`config.mk`:
```
export PLATFORM = sky130hd
export DESIGN_NAME = rggen_bit_field_wtrg_ex
export DESIGN_NICKNAME = d
export VERILOG_FILES = /design/src/rtl/rggen_bit_field_wtrg_ex_pkg.sv /design/src/rtl/rggen_bit_field_wtrg_ex_channel.sv /design/src/rtl/rggen_bit_field_wtrg_ex.sv
export SDC_FILE = /design/constraint.sdc
export NUM_CORES = 1
export LEC_CHECK = 0
export BUFFER_PORTS_ARGS = -buffer_cell sky130_fd_sc_hd__buf_4
export CORE_MARGIN = 1
export CORE_UTILIZATION = 35
export CTS_BUF_LIST = sky130_fd_sc_hd__clkbuf_4
export CTS_CLUSTER_SIZE = 40
export DETAILED_ROUTE_END_ITERATION = 8
export PLACE_DENSITY_LB_ADDON = 0.05
export SLEW_MARGIN = 25
export SYNTH_ARGS = -nofsm -noshare
export SYNTH_HDL_FRONTEND = slang
export SYNTH_HIERARCHICAL = 1
export SYNTH_SLANG_ARGS = --single-unit
```
`constraint.sdc`:
```
create_clock -name i_clk -period 0.8 [get_ports i_clk]
set_input_delay 0.04 -clock i_clk [delete_from_list [all_inputs] [get_ports i_clk]]
set_output_delay 0.04 -clock i_clk [all_outputs]
set_load 0.02 [all_outputs]
```
`src/rtl/rggen_bit_field_wtrg_ex_pkg.sv`:
```
// Shared definitions for write-trigger bit fields: per-bit trigger states and
// the pulse counter width helper.
package rggen_bit_field_wtrg_ex_pkg;

    typedef enum logic [1:0] {
        IDLE     = 2'd0,
        PULSE    = 2'd1,
        WAIT_ACK = 2'd2
    } trigger_state_e;

    // Counter holds PULSE_WIDTH-1, so it needs at least one bit even for a 1-cycle pulse.
    function automatic int unsigned trigger_counter_width(input int unsigned pulse_width);
        return (pulse_width <= 2) ? 1 : $clog2(pulse_width);
    endfunction

endpackage

```
`src/rtl/rggen_bit_field_wtrg_ex_channel.sv`:
```
// One trigger bit: IDLE/PULSE/WAIT_ACK state machine, pulse down-counter and
// sticky overrun flag.
module rggen_trigger_channel
    import rggen_bit_field_wtrg_ex_pkg::*;
#(
    parameter int unsigned PULSE_WIDTH = 1,
    parameter bit          ACK_MODE    = 1'b0
)(
    input  logic i_clk,
    input  logic i_rst,
    input  logic i_fire,
    input  logic i_clear,
    input  logic i_ack,
    output logic o_trigger,
    output logic o_overrun
);

    localparam int unsigned      CW   = trigger_counter_width(PULSE_WIDTH);
    localparam logic [CW-1:0]    LOAD = CW'(PULSE_WIDTH - 1);

    trigger_state_e state_q;
    trigger_state_e state_d;
    logic [CW-1:0]  cnt_q;
    logic [CW-1:0]  cnt_d;
    logic           overrun_q;
    logic           overrun_d;

    always_ff @(posedge i_clk or posedge i_rst) begin
        if (i_rst) begin
            state_q   <= IDLE;
            cnt_q     <= '0;
            overrun_q <= 1'b0;
        end else begin
            state_q   <= state_d;
            cnt_q     <= cnt_d;
            overrun_q <= overrun_d;
        end
    end

    always_comb begin
        state_d = state_q;
        cnt_d   = cnt_q;
        case (state_q)
            IDLE: begin
                if (i_fire) begin
                    if (ACK_MODE) begin
                        state_d = WAIT_ACK;
                    end else begin
                        state_d = PULSE;
                    end
                    cnt_d = LOAD;
                end
            end
            PULSE: begin
                if (cnt_q == '0) begin
                    state_d = IDLE;
                end else begin
                    cnt_d = cnt_q - CW'(1);
                end
            end
            WAIT_ACK: begin
                if (i_ack) begin
                    state_d = IDLE;
                end
            end
            default: state_d = IDLE;
        endcase
        // A fire seen while busy (including the final busy cycle) is dropped but
        // recorded; a same-edge clear loses to the new set.
        overrun_d = (i_fire && (state_q != IDLE)) || (overrun_q && !i_clear);
    end

    assign o_trigger = (state_q != IDLE);
    assign o_overrun = overrun_q;

endmodule

```
`src/rtl/rggen_bit_field_wtrg_ex.sv`:
```
// Write-trigger bit field: decodes software writes into per-bit fire requests,
// instantiates one trigger channel per bit and muxes the read-back data.
module rggen_bit_field_wtrg_ex
    import rggen_bit_field_wtrg_ex_pkg::*;
#(
    parameter int unsigned WIDTH         = 8,
    parameter bit          TRIGGER_VALUE = 1'b1,
    parameter int unsigned PULSE_WIDTH   = 1,
    parameter bit          ACK_MODE      = 1'b0,
    parameter bit          READ_STATUS   = 1'b0
)(
    input  logic             i_clk,
    input  logic             i_rst,
    input  logic             i_sw_read_valid,
    input  logic             i_sw_write_valid,
    input  logic             i_sw_write_enable,
    input  logic [WIDTH-1:0] i_sw_mask,
    input  logic [WIDTH-1:0] i_sw_write_data,
    output logic [WIDTH-1:0] o_sw_read_data,
    output logic [WIDTH-1:0] o_sw_value,
    input  logic [WIDTH-1:0] i_value,
    input  logic [WIDTH-1:0] i_ack,
    output logic [WIDTH-1:0] o_trigger,
    output logic [WIDTH-1:0] o_busy,
    output logic [WIDTH-1:0] o_overrun
);

    logic [WIDTH-1:0] fire;
    logic [WIDTH-1:0] clear;
    logic [WIDTH-1:0] trigger;

    assign fire  = {WIDTH{i_sw_write_valid & i_sw_write_enable}} & i_sw_mask
                 & ~(i_sw_write_data ^ {WIDTH{TRIGGER_VALUE}});
    assign clear = {WIDTH{i_sw_read_valid}} & i_sw_mask;

    for (genvar g = 0; g < WIDTH; g++) begin : g_channel
        rggen_trigger_channel #(
            .PULSE_WIDTH (PULSE_WIDTH),
            .ACK_MODE    (ACK_MODE)
        ) u_channel (
            .i_clk     (i_clk),
            .i_rst     (i_rst),
            .i_fire    (fire[g]),
            .i_clear   (clear[g]),
            .i_ack     (i_ack[g]),
            .o_trigger (trigger[g]),
            .o_overrun (o_overrun[g])
        );
    end

    assign o_trigger      = trigger;
    assign o_busy         = trigger;
    assign o_sw_value     = trigger;
    assign o_sw_read_data = READ_STATUS ? trigger : i_value;

endmodule

```
==> Word level (Yosys, flattened, before mapping) <==
Cells that the tools add are included.
{ "totals": {"output_inout_bits": 40, "wordCells": 206, "reg_bits": 32, "in_bits": 37} }
{ "classes": {"muxes": 56, "n_addsub": 8, "bitwise_logic": 6, "eq_ne": 40, "reduce_logical": 72} }
{ "op_table": {"columns": ["operator", "n"], "rows": [
  ["2-bit 2-to-1 mux", 24],
  ["2-bit inequality test (second input constant)", 24],
  ["2-bit one-hot mux with 3 select lines", 8],
  ["2-bit nonzero test", 16],
  ["8-bit bitwise AND", 3],
  ["3-bit AND reduction", 8],
  ["2-bit by 1-bit == test with 1-bit output (second input constant)", 8],
  ["2-bit == test (second input constant)", 8],
  ["1-bit logical AND", 16],
  ["2-bit zero test", 8],
  ["1-bit 2-to-1 mux", 16],
  ["8-bit inverter", 2],
  ["1-bit one-hot mux with 2 select lines", 8],
  ["2-bit AND reduction", 8],
  ["1-bit zero test", 8],
  ["1-bit logical OR", 8],
  ["1-bit subtractor (second input constant)", 8],
  ["1-bit bitwise AND", 1]
]} }

==> Longest topological paths before layout <==
Gate-level depths: netlist of run 1.
{ "logic_depth": {"depth_word": 5, "depth_mapped": 3, "mapped_depth_nobuf": 3} }

==> Cells and area by module <==
Netlist of run 1, hierarchy kept.
{ "by_module_without_submodules": {"columns": ["mod", "area_each_um2", "instances", "seq_area_each_um2", "cells_per_inst"], "rows": [
  ["rggen_trigger_channel", 72.6, 8, 50.0, 7],
  ["rggen_bit_field_wtrg_ex", 300.3, 1, 0.0, 40]
]} }

==> Worst setup path before layout of run 1 <==
OpenSTA, ideal clock, no wires.
{ "synth_timing": {"path_kind": "register to register", "start": "register g_channel[0].u_channel.state_q[0]", "end": "register g_channel[0].u_channel.overrun_q", "t_arrival_ns": 0.590, "path_slack_ns": 0.089, "n_path_buf": 0, "period_less_slack_ns": 0.711, "t_required_ns": 0.679, "setup_ns": 0.121, "stages_incl_launch_ff": 3, "path_cell_list": "dfrtp_1 > nand2_1 > o21ai_1"} }
{ "synth_between": {"elab_chain_len": 3} }
{ "synth_lines": {"columns": ["item", "line_no", "rtl"], "rows": [
  ["start, declared", "rggen_bit_field_wtrg_ex_channel.sv:21", "trigger_state_e state_q;"],
  ["start signal, assigned", "rggen_bit_field_wtrg_ex_channel.sv:34", "state_q <= state_d;"],
  ["2-bit nonzero test", "rggen_bit_field_wtrg_ex_channel.sv:70", "overrun_d = (i_fire && (state_q != IDLE)) || (overrun_q && !i_clear);"],
  ["1-bit logical AND", "rggen_bit_field_wtrg_ex_channel.sv:70", null],
  ["1-bit logical OR", "rggen_bit_field_wtrg_ex_channel.sv:70", null],
  ["net g_channel[0].u_channel.overrun_d", "rggen_bit_field_wtrg_ex_channel.sv:26", "logic overrun_d;"],
  ["end signal, assigned", "rggen_bit_field_wtrg_ex_channel.sv:36", "overrun_q <= overrun_d;"],
  ["end, declared", "rggen_bit_field_wtrg_ex_channel.sv:25", "logic overrun_q;"]
]} }
The timed path passes the listed nets, and every way through them passes these cells.
A chain may end at the register's enable or synchronous reset.

==> Worst setup path in the final report of run 1 <==
{ "layout_timing": {"start": "register g_channel[5].u_channel.state_q[0]", "end": "output o_sw_value[5]"} }
{ "layout_between": {"elab_chain_len": 1} }
{ "layout_lines": {"columns": ["item", "line_no", "rtl"], "rows": [
  ["start, declared", "rggen_bit_field_wtrg_ex_channel.sv:21", null],
  ["start signal, assigned", "rggen_bit_field_wtrg_ex_channel.sv:34", null],
  ["2-bit nonzero test", "rggen_bit_field_wtrg_ex_channel.sv:73", "assign o_trigger = (state_q != IDLE);"],
  ["end, declared", "rggen_bit_field_wtrg_ex.sv:20", "output logic [WIDTH-1:0] o_sw_value,"]
]} }
Every way passes these cells.

==> results.cfg, run 1 <==
[grt]
grt_max_degree = 9
antenna_found_initial = 0
first_global_vias = 704
grt-ovfl-total = 0
grt_first_pass_wirelength_um = 3070
grt_usage_pct = 15.5

[setup_path]
crit_path_cell_trace = buf_6
rr_worst_depth = 3
cp_slowest_cell = dfrtp_2
path_max_fanout = 5
critPathBufInv = 1
crit_required_ps = 760
path_class = flop to output pin
cp-start-kind = flop
rrSetupSlack_ps = -10
critPathArrivalTime_ps = 880
max_stage_delay_ps = 460
critPathCaptureType = output pin
crit_family = flip-flops
rr_endpoint = g_channel[2].u_channel/o_overrun
r2r-start = g_channel[2].u_channel/state_q[0]

[routing]
routed_wl_um = 1980
via_per_inst = 4.39
wl_per_cell_um = 11.9
drt-pass1-iter-count = 4
drc = 0
postRouteAntennaNets = 0
dr.first_iter.drc_count = 3
vias = 729

[power]
combPwrFrac_pct = 19.8
power_frac_clock_pct = 25.9
p_int_mw = 1.18
powerDensity_nw_per_um2 = 1130
vdd_ir_drop_max_uv = 969
seq_power_share_pct = 54.3
switching_share_pct = 24.8
leakage_nw = 0.723
netSwitchingPower_uw = 388

[place]
dpl-instance-area_um2 = 1130
place_hpwl_um = 1360
dpl_worst_slack_ps = 143
place_congestion = 0.650
port_buffers = 52

[die]
fp.dieW_um = 52.2
start_util_pct = 38.3
die_h_um = 52.2
die_area_um2 = 2720
ios = 77
rows = 17
core_um2 = 2300

[logic_synthesis]
yosysSeqAreaShare_pct = 45.5
synth.top_cell.area_share_pct = 45.5
synth_nets = 133
synth_seq_cells = 16
ys_warn_count = 6
synthDistinctLibCells = 8
syn_area_um2 = 881
synthCells = 96
yosysTopAreaCell = dfrtp_1
synthTopCellsByArea = dfrtp_1 (45%), buf_4 (20%), and4_1 (8.0%), inv_1 (6.8%), and2_1 (5.7%)
avgSynthCellArea_um2 = 9.18

[sta]
fmax_ghz = 1.09
fin_crit_sh_pct = 115
max_slew_margin_pct = 91.5
setup_violations = 34
maxSlewViolCount = 0
rsz0062_at_grt = true
period_minus_slack_ps = 920
hold_viol = 0
max_slew.worst_pin.slew_ps = 127
setup_slack_ps = -120
fin_worst_skew_ps = 0.216

[job]
cap_violations = 0

[final_layout]
area_growth_pct = 57.4
drive_above_1_share_pct = 55.1
n_fill_cell = 198
final_core_util_pct = 60.3
antenna_cells = 0
ff_latch_area_um2 = 410
multi_input_area_um2 = 248
layout.nets = 177
design_area_um2 = 1390
final_cell_mix = buf_6 (36), buf_4 (26), inv_1 (16)
final_common_cell = buf_6

[clock_network]
cts.sinks = 16
clock-root-buffer = clkbuf_4
clkLatencyLatePin_ps = 270
clk_pin_slew_ps = 90
cts_tree = built
clock_path_buffers = 2
cts_buffers = 3
htree_levels = 1

[status]
violations = setup timing
status = finished, violations left

[min_path]
min_path_type = primary input to flop
holdCritStartpoint = i_sw_mask[4]
hold_end = g_channel[4].u_channel/o_overrun
hold_path_depth = 3
-- worst max-delay path by stage --
stage	from	endpoint	slack, ps	cells past startpoint
4_1_cts	g_channel[4].u_channel/state_q[0]	o_busy[4]	-140	1
2_1_floorplan	g_channel[0].u_channel/state_q[0]	g_channel[0].u_channel/o_overrun	90	2
3_5_place_dp	g_channel[2].u_channel/state_q[0]	g_channel[2].u_channel/o_overrun	140	2
3_3_place_gp	g_channel[4].u_channel/state_q[0]	g_channel[4].u_channel/o_overrun	160	2
5_1_grt	g_channel[4].u_channel/state_q[0]	o_busy[4]	-160	1
6_report	g_channel[5].u_channel/state_q[0]	o_sw_value[5]	-120	1
-- worst register-to-register path: stages (launching register included) --
cell and delay [ps]:
dfrtp_2 450, buf_4 150, nand2_1 40, o21ai_1 60
-- through the flow --
step	cells	setup TNS [ps]	power [mW]	hold slack, ps
global route	166	-4440	1.65	24.2
finish	166	-3100	1.57	28.6
detailed placement	152	0	1.12	-38.3
floorplan	96	0	1.04	-219
global placement	152	0	1.12	-41.3
CTS	163	-3460	1.57	22.5
-- cells by family after synthesis --
logic type | share of synthesized area, %
compound gates | 4.55
flops | 45.5
buf+inv | 27.3
simple gates | 22.7
-- per-layer routing --
layer	track usage (%)	vias up	part of all wire, %
li1	-	356	-
met1	16.9	331	40
met2	28.6	38	50
met3	5.85	4	8.7
met4	2.19	0	0.45
met5	0	-	0
-- layout make-up --
type,count,area share [%]
timing repair buffer,63,44.0
tap,28,2.53
clock buffer,3,1.62
multi-input combinational,40,17.9
inverter,16,4.33
sequential,16,29.6
-- power groups by stage --
stage          registers (mW)  logic, mW  clock network, mW
6_report                0.849      0.310              0.406
5_1_grt                 0.853      0.337              0.465
4_1_cts                 0.846      0.301              0.427
3_5_place_dp            0.858      0.263                  0
3_3_place_gp            0.857      0.261                  0
2_1_floorplan           0.876      0.166                  0
-- Yosys cell counts --
cell and count:
o21ai_1 8, nand2_1 8, and2_1 8, nor2b_1 8, buf_4 24, and4_1 8
inv_1 16, dfrtp_1 16
-- sequential cells by signal, indices dropped and copies added, names as in the netlist --
| signal | count |
|---|---|
| g_channel.u_channel/state_q | 8 |
| g_channel.u_channel/o_overrun | 8 |
-- timing repair --
item | in CTS | in global routing
hold endpoints to repair | 16 | 0
buffers inserted | 7 | 3
pin swaps | 0 | 0
setup endpoints to repair | 32 | 42
resized for setup | 30 | 17
gates cloned | 0 | 0
hold buffers | 1 | 0
(Power assumes the default switching activity.)
==> inputs of run 2 (changes only) <==
REMOVE_ABC_BUFFERS = 1   (was not set)
SYNTH_HIERARCHICAL = not set   (was 1)
==> run 2 against run 1 <==
The run still ends with setup timing left. Maximum frequency down 1.5%. Cell area down 7.5%. Sequential share of layout area up 1.9 points. Critical path depth unchanged. Hold slack worse by 5.2 ps. Register-to-register slack worse by 80 ps. Via count down 5.2%. First-iteration DRC count unchanged. Critical path type unchanged.
==> results.cfg, run 2 <==
[status]
status = finished, violations left
violations = setup timing

[routing]
wl_per_cell_um = 12.5
postRouteAntennaNets = 0
dr.first_iter.drc_count = 3
drt-pass1-iter-count = 4
via_per_inst = 4.52
vias = 691
drc = 0
routed_wl_um = 1910

[sta]
fin_worst_skew_ps = 0.211
hold_viol = 0
max_slew.worst_pin.slew_ps = 218
period_minus_slack_ps = 934
rsz0062_at_grt = true
whs_ps = 23.4
max_slew_margin_pct = 85.4
setup_violations = 36
fin_crit_sh_pct = 117
setup_tns_ps = -3490
fmax_ghz = 1.07
setup_slack_ps = -134
maxSlewViolCount = 0

[place]
place_congestion = 0.674
port_buffers = 52
place_hpwl_um = 1380

[logic_synthesis]
synth.top_cell.area_share_pct = 43.2
yosysSeqAreaShare_pct = 43.2
synthTopCellsByArea = dfrtp_1 (43%), buf_4 (32%), a22o_1 (4.7%), and4_1 (4.7%), nor2b_1 (3.4%)
synth_edf_count = 0
synth_most_common_cell = buf_4
synth_top_cells_by_count = buf_4 (40), dfrtp_1 (16), nand2_1 (8)
synth_seq_cells = 16
synth-main-ff-cell = dfrtp_1
synth_async_sr_flop_share_pct = 100
syn_area_um2 = 926
avgSynthCellArea_um2 = 9.96
synthCells = 93
synthDistinctLibCells = 11
ys_warn_count = 0
yosysTopAreaCell = dfrtp_1

[clock_network]
cts_tree = built
clock-root-buffer = clkbuf_4
cts.sinks = 16
clkLatencyLatePin_ps = 280
htree_levels = 1
clock_path_buffers = 2
cts_buffers = 3
clk_pin_slew_ps = 90

[setup_path]
critPathBufInv = 1
max_stage_delay_ps = 450
rr_worst_depth = 2
cp-start-kind = flop
critPathCaptureType = output pin
cp_slowest_cell = dfrtp_2
crit_path_cell_trace = buf_4
crit_required_ps = 760
crit_family = flip-flops
worst-path-stages = 1
path_max_fanout = 4
path_class = flop to output pin
critPathArrivalTime_ps = 890

[die]
rows = 18
fp.dieW_um = 53.4
die_area_um2 = 2860
die_h_um = 53.4
start_util_pct = 37.4
ios = 77
core_um2 = 2480

[grt]
grt_first_pass_wirelength_um = 2920
grt_usage_pct = 14.6
antenna_found_initial = 0
first_global_vias = 636
grt_max_degree = 17
grt-ovfl-total = 0

[final_layout]
layout.nets = 161
antenna_cells = 0
drive_above_1_share_pct = 59.3
area_growth_pct = 38.5
final_cell_mix = buf_4 (44), buf_6 (22), dfrtp_1 (13), nand2_1 (8)
n_fill_cell = 245
multi_input_area_um2 = 211
ff_latch_area_um2 = 404
final_common_cell = buf_4

[power]
leakage_nw = 0.690
powerDensity_nw_per_um2 = 1230
vdd_ir_drop_max_uv = 706

[job]
cap_violations = 0

[min_path]
hold_path_depth = 3
min_path_type = primary input to flop
## run 2: cell types whose count changed after synthesis, moves of 5 or more
cell,delta
a22o_1,+5
and2_1,-8
buf_4,+16
inv_1,-12
o21ai_1,-8
## run 2: area by class of cell
cell class	count	area share, %
sequential	16	31.5
tap	30	2.93
clock inverter	1	0.293
timing repair buffer	67	45.9
multi-input combinational	32	16.5
clock buffer	3	1.76
inverter	4	1.17
## run 2: where the power goes
part           internal, mW  switching, mW  leakage, nW  total, mW
Sequential            0.825         0.0188        0.216      0.844
Combinational         0.163          0.135        0.458      0.298
Clock                 0.181          0.251       0.0154      0.431
Total                  1.17          0.405        0.690       1.57
## run 2: final timing paths
check / endpoint / slack (ps) / start
min in group asynchronous: g_channel[5].u_channel.state_q[0] / 320 / i_rst
hold reg to reg: g_channel[1].u_channel.state_q[0] / 520 / g_channel[1].u_channel.state_q[0]
max in group asynchronous: g_channel[1].u_channel.state_q[0] / 270 / i_rst
setup / recovery: o_sw_value[6] / -130 / g_channel[6].u_channel.state_q[0]
hold / removal: g_channel[3].u_channel.o_overrun / 20 / i_sw_mask[3]
setup reg to reg: g_channel[0].u_channel.o_overrun / -90 / g_channel[0].u_channel.state_q[0]
## run 2: logic make-up (layout without fill, tap and decap cells)
logic type             after synthesis  in the layout  synth area share, %
AND/OR/NAND/NOR                     24             24                 14.6
AO/OA/AOI/OAI                        8              8                 7.57
buffers and inverters               45             75                 34.6
flip-flops                          16             16                 43.2
## run 2: tightest hold or removal path, stage by stage
cell	delay [ps]
buf_4	80
nand2_1	40
o2bb2ai_1	110
## run 2: what timing repair did
action / 4_1_cts / 5_1_grt
buffers inserted: 11 / 2
pin swaps: 0 / 0
hold buffers: 1 / 0
gates resized for setup: 20 / 6
gates cloned: 0 / 0
setup endpoints to repair: 32 / 40
hold endpoints to repair: 16 / 0
## run 2: per-layer routing
metal | wire [um] | track usage [%]
met5 | 0 | 0
met4 | 0 | 3.95
met3 | 198 | 6.61
met2 | 929 | 22.5
met1 | 785 | 18.0
## run 2: per-stage QoR
step / util [%] / cell area [um^2] / setup slack (ps) / power, mW / instances
finish: 51.8 / 1280 / -134 / 1.57 / 153
global route: 51.8 / 1280 / -179 / 1.68 / 153
CTS: 50.4 / 1250 / -142 / 1.60 / 151
detailed placement: 42.6 / 1060 / 39.4 / 1.12 / 135
global placement: 42.6 / 1060 / 52.2 / 1.11 / 135
floorplan: - / 621 / -185 / 0.945 / 52
